### src/rtl/pio_rst_seq.sv
// pio_rst_seq: PIO subsystem reset-handshake sequencer with passive read-drain monitor.
// Define PIO_RST_SEQ_TIMEOUT_EN to bound the DRAIN state by DRAIN_TIMEOUT cycles.
module pio_rst_seq #(
  parameter int OUTSTD_W      = 8,
  parameter int DRAIN_TIMEOUT = 4096,
  parameter int RST_HOLD      = 16
) (
  input  logic       Clk_i,
  input  logic       Rstn_i,
  input  logic       pio_subsystem_cold_rst_n,
  input  logic       pio_subsystem_warm_rst_n,
  input  logic       pio_subsystem_rst_req,
  input  logic       pio_initiate_rst_req_rdy,
  output logic       pio_subsystem_cold_rst_ack_n,
  output logic       pio_subsystem_warm_rst_ack_n,
  output logic       pio_subsystem_rst_rdy,
  output logic       pio_initiate_warmrst_req,
  input  logic       mon_read,
  input  logic       mon_waitrequest,
  input  logic       mon_readdatavalid,
  input  logic [3:0] mon_burstcount,
  input  logic       sw_warmrst_req,
  output logic       app_rst_n,
  output logic [2:0] state_o,
  output logic       drain_timeout_o,
  output logic       outstd_ovf_o
);

  typedef enum logic [2:0] {
    RUN   = 3'd0,
    WREQ  = 3'd1,
    DRAIN = 3'd2,
    RDY   = 3'd3,
    RST   = 3'd4
  } state_t;

  localparam int HOLD_W = $clog2(RST_HOLD + 1);
  localparam int SUM_W  = OUTSTD_W + 5;
  localparam logic [SUM_W-1:0] OUTSTD_MAX = SUM_W'({OUTSTD_W{1'b1}});

  state_t              state;
  state_t              nxt;
  logic [OUTSTD_W-1:0] outstd;
  logic [HOLD_W-1:0]   hold;
  logic                sw_pend;
  logic                abort;
  logic                enter_rst;
  logic                tmo_hit;
  logic [SUM_W-1:0]    beats_in;
  logic [SUM_W-1:0]    outstd_sum;
  logic [SUM_W-1:0]    outstd_net;

  function automatic logic [OUTSTD_W-1:0] sat_outstd(input logic [SUM_W-1:0] v);
    if (v > OUTSTD_MAX) return '1;
    return v[OUTSTD_W-1:0];
  endfunction

  assign abort     = !pio_subsystem_cold_rst_n || !pio_subsystem_warm_rst_n;
  assign enter_rst = (nxt == RST) && (state != RST);
  assign state_o   = state;

  // Net beat change for this cycle; a valid with nothing outstanding is dropped.
  always_comb begin
    beats_in = '0;
    if (mon_read && !mon_waitrequest)
      beats_in = (mon_burstcount == 4'd0) ? SUM_W'(1) : SUM_W'(mon_burstcount);
    outstd_sum = SUM_W'(outstd) + beats_in;
    outstd_net = outstd_sum;
    if (mon_readdatavalid && (outstd_sum != '0))
      outstd_net = outstd_sum - SUM_W'(1);
  end

`ifdef PIO_RST_SEQ_TIMEOUT_EN
  localparam int TMO_W = $clog2(DRAIN_TIMEOUT + 1);
  logic [TMO_W-1:0] drain_cnt;

  assign tmo_hit = (drain_cnt >= TMO_W'(DRAIN_TIMEOUT - 1));

  always_ff @(posedge Clk_i or negedge Rstn_i) begin
    if (!Rstn_i)
      drain_cnt <= '0;
    else if ((state == DRAIN) && (nxt == DRAIN))
      drain_cnt <= drain_cnt + TMO_W'(1);
    else
      drain_cnt <= '0;
  end
`else
  logic unused_cfg;
  assign tmo_hit    = 1'b0;
  assign unused_cfg = (DRAIN_TIMEOUT < 1);
`endif

  always_comb begin
    nxt = state;
    case (state)
      RUN: begin
        if (abort)                      nxt = RST;
        else if (pio_subsystem_rst_req) nxt = DRAIN;
        else if (sw_pend)               nxt = WREQ;
      end
      WREQ: begin
        if (abort)                         nxt = RST;
        else if (pio_subsystem_rst_req)    nxt = DRAIN;
        else if (pio_initiate_rst_req_rdy) nxt = RUN;
      end
      DRAIN: begin
        if (abort)                               nxt = RST;
        else if (!pio_subsystem_rst_req)         nxt = RUN;
        else if ((outstd == '0) || tmo_hit)      nxt = RDY;
      end
      RDY: begin
        if (abort)                       nxt = RST;
        else if (!pio_subsystem_rst_req) nxt = RUN;
      end
      RST: begin
        if (!abort && (hold >= HOLD_W'(RST_HOLD)) &&
            pio_subsystem_cold_rst_ack_n && pio_subsystem_warm_rst_ack_n)
          nxt = RUN;
      end
      default: nxt = RST;
    endcase
  end

  // Outputs are registered from the next state so they line up with state_o.
  always_ff @(posedge Clk_i or negedge Rstn_i) begin
    if (!Rstn_i) begin
      state                        <= RST;
      hold                         <= '0;
      outstd                       <= '0;
      sw_pend                      <= 1'b0;
      app_rst_n                    <= 1'b0;
      pio_subsystem_cold_rst_ack_n <= 1'b1;
      pio_subsystem_warm_rst_ack_n <= 1'b1;
      pio_subsystem_rst_rdy        <= 1'b0;
      pio_initiate_warmrst_req     <= 1'b0;
      drain_timeout_o              <= 1'b0;
      outstd_ovf_o                 <= 1'b0;
    end else begin
      state                    <= nxt;
      pio_subsystem_rst_rdy    <= (nxt == RDY) || (nxt == RST);
      pio_initiate_warmrst_req <= (nxt == WREQ);
      app_rst_n                <= (nxt != RST);

      pio_subsystem_cold_rst_ack_n <= (state == RST) ? pio_subsystem_cold_rst_n : 1'b1;
      pio_subsystem_warm_rst_ack_n <= (state == RST) ? pio_subsystem_warm_rst_n : 1'b1;

      if ((state == RST) && (nxt == RST)) begin
        if (hold < HOLD_W'(RST_HOLD))
          hold <= hold + HOLD_W'(1);
      end else begin
        hold <= '0;
      end

      outstd <= enter_rst ? '0 : sat_outstd(outstd_net);
      if (outstd_net > OUTSTD_MAX)
        outstd_ovf_o <= 1'b1;

      if ((state == DRAIN) && (nxt == RDY) && (outstd != '0))
        drain_timeout_o <= 1'b1;

      if (enter_rst || ((state == WREQ) && (nxt == RUN)))
        sw_pend <= 1'b0;
      else if (sw_warmrst_req)
        sw_pend <= 1'b1;
    end
  end

endmodule

### config.mk
export PLATFORM = sky130hd
export DESIGN_NAME = pio_rst_seq
export DESIGN_NICKNAME = d
export VERILOG_FILES = /design/src/rtl/pio_rst_seq.sv
export SDC_FILE = /design/constraint.sdc
export NUM_CORES = 1
export LEC_CHECK = 0
export BUFFER_PORTS_ARGS = -buffer_cell sky130_fd_sc_hd__buf_4
export CORE_MARGIN = 10
export CORE_UTILIZATION = 55
export DETAILED_ROUTE_END_ITERATION = 8
export PLACE_DENSITY_LB_ADDON = 0.15
export SYNTH_ARGS = -nofsm -noshare
export SYNTH_HDL_FRONTEND = slang
export SYNTH_SLANG_ARGS = --single-unit
### constraint.sdc
create_clock -name Clk_i -period 3.4 [get_ports Clk_i]
set_input_delay 0.85 -clock Clk_i [delete_from_list [all_inputs] [get_ports Clk_i]]
set_output_delay 0.85 -clock Clk_i [all_outputs]
set_load 0.02 [all_outputs]
==> results.json <==
{
  "critPathRequiredTime_ns": 3.57,
  "yosysSeqAreaShare_pct": 37.2,
  "p_int_uw": 802,
  "drv_slew": 0,
  "r2r-start": "outstd[0]",
  "async_reset_ff_share_pct": 100,
  "diodes": 0,
  "syn_area_per_cell_um2": 9.49,
  "cp-end-kind": "flip-flop",
  "dp_hpwl_um": 3040,
  "period_share_pct": 93.0,
  "grt_first_pass_wirelength_um": 6060,
  "finish.instance_area_um2": 1930,
  "reg2reg_depth": 10,
  "syn-num-nets": 193,
  "top_register": "outstd",
  "finClkSkew_ns": 0.00502,
  "final_nets": 229,
  "io_pins": 24,
  "start_kind": "input pin",
  "die_h_um": 74.3,
  "die_w_um": 74.3,
  "htreeDepth": 1,
  "drive_gt1_share_pct": 26.2,
  "ys.warnings.count": 0,
  "start_util_pct": 58.3,
  "seq_power_share_pct": 33.8,
  "synth_top_area_cell": "dfrtp_1",
  "worst_ep_arrival_time_ns": 3.34,
  "synth_edf_count": 0,
  "critPathKind": "input pin to flip-flop",
  "antenna_found_initial": 0,
  "ctsHoldBuffers": 0,
  "path_clk_slew_ns": 0.12,
  "insertion_delay_ns": 0.30,
  "postCtsSetupRepairBufs": 0,
  "drt_iter0_markers": 53,
  "synthCells": 171,
  "ir_worst_vdd_mv": 0.556,
  "row_count": 19,
  "min_to": "drain_timeout_o",
  "comb_power_share_pct": 57.8,
  "die_area_um2": 5520,
  "ctsResizeCount": 0,
  "ys_ff_latch": 24,
  "whs_path_depth": 0,
  "setup_viol": 0,
  "grt_max_degree": 25,
  "grt_pass1_vias": 1366,
  "cts_buffers": 3,
  "seq_area_um2": 604,
  "grt_usage_pct": 13.7,
  "remaining_drc_errors": 0,
  "cts_tree": "done",
  "p_sw_uw": 640,
  "drv_cap": 0,
  "cts_buffer_depth": 2,
  "cts_sinks": 24,
  "critPathMaxFanout": 4,
  "globalplace.congestion": 0.886,
  "holdWs_ns": 0.391,
  "largest_reg_flops": 8,
  "max_slew_margin_pct": 59.9,
  "areaGrowthSynthToFinish_pct": 18.7,
  "syn_area_um2": 1620,
  "via_count": 1395,
  "sw_frac_of_total_pct": 44.4,
  "rrSetupSlack_ns": 0.70,
  "hp-start": "drain_timeout_o",
  "status": "finished, final reports clean",
  "synth_top_cell_area_share_pct": 32.4,
  "rsz0062_at_grt": "no",
  "viasPerCell": 5.89,
  "rr_endpoint": "outstd[5]",
  "p_clk_share_pct": 8.4,
  "hold_path.class": "flip-flop to flip-flop",
  "overflow": 0,
  "routed_wirelength_um": 3740,
  "fmax_ghz": 0.316,
  "synth_area_leaders": "dfrtp_1, ha_1, dfstp_2, nor2_1, xnor2_1",
  "worst_slew_pin_slew_ns": 0.599,
  "period_needed_ns": 3.16,
  "postRouteAntennaNets": 0,
  "ys_types": 52,
  "multiInputGateArea_um2": 967,
  "io_buffer_count": 23,
  "ys.flop_type": "dfrtp_1",
  "wl_per_cell_um": 15.8,
  "leakagePower_uw": 0.000850,
  "fillerInstances": 228,
  "core_area_um2": 2780,
  "first_pass_iters": 4,
  "placed_area_um2": 1900,
  "cts-root-buf": "clkbuf_4",
  "final_hold_viol_count": 0,
  "power.total_uw": 1440,
  "synth.cells.most_frequent": "dfrtp_1, nor2_1, a21oi_1, nand2_1, xnor2_1",
  "p_per_area_nw_per_um2": 749
}
-- cell usage in the layout, fill, tap and decap left out, types with 2 or more instances in the layout --
cell type and count:
a211oi_1 3, a21o_1 2, a21oi_1 13, a31oi_1 7, and2_1 5, buf_4 35, clkbuf_4 3, dfrtp_1 21
dfstp_2 3, ha_1 7, inv_1 7, mux2i_1 2, nand2_1 10, nand2b_1 2, nand3_1 7, nand4b_1 2
nor2_1 21, nor2_2 2, nor2b_1 3, nor3_1 4, nor4_1 2, o21ai_0 2, or3_1 3, xnor2_1 8
xor2_1 5
-- routing by layer --
metal  wire, µm  share of wire [%]  GRT usage (%)
met4         36               0.96           4.07
met2       1810                 48           21.9
met5          0                  0              0
met3        292                7.8           4.92
met1       1600                 43           16.9
-- per-stage QoR --
stage / utilization [%] / worst slack, ns / instances / TNS, ns
3_5_place_dp: 68.3 / -0.0824 / 233 / -0.254
5_1_grt: 69.2 / 0.0715 / 237 / 0
6_report: 69.2 / 0.238 / 237 / 0
3_3_place_gp: 68.3 / 0.0147 / 233 / 0
2_1_floorplan: - / 0.0167 / 171 / 0
4_1_cts: 69.2 / 0.253 / 237 / 0
-- power by group through the flow --
stage               sequential [µW]  clock [µW]  combinational (µW)
finish                          488         120                 834
global route                    500         139                 917
CTS                             486         127                 831
detailed placement              492           0                 823
global placement                489           0                 801
floorplan                       461           0                 596
-- worst max-delay path, stage by stage --
cell and delay (ns):
buf_4 0.10, nor2b_1 0.14, o21a_1 0.11, ha_1 0.21
fa_1 0.44, and4b_1 0.26, a31oi_1 0.17, buf_4 0.15
nor4_4 0.06, buf_4 0.17, a2111oi_4 0.41, xor2_1 0.18
a21oi_1 0.08
-- layout make-up --
type,instances,share of cell area [%]
clock buffers,4,1.36
inverters,7,1.36
multi-input cells,136,50.2
flip-flops and latches,24,31.4
well taps,31,2.01
repair buffers,35,13.6
-- worst max path at each step --
stage,start,to,slack [ns],cells past startpoint
floorplan,mon_read,outstd[4],0.02,11
global placement,mon_read,outstd[5],0.01,13
detailed placement,mon_read,outstd[4],-0.08,12
CTS,mon_read,outstd[4],0.25,12
global route,mon_read,outstd[5],0.07,13
finish,mon_read,outstd[5],0.24,13
-- cell families after synthesis --
logic type / synth area share, %
DFF: 37.2
and+or+nand+nor: 22.7
buffers and inverters: 3.16
xor gates and xnor gates: 7.02
muxes: 2.85
AOI/OAI and AO/OA: 20.4
adders and majority gates: 6.63
Note: power is estimated with default switching activity, not from simulation.
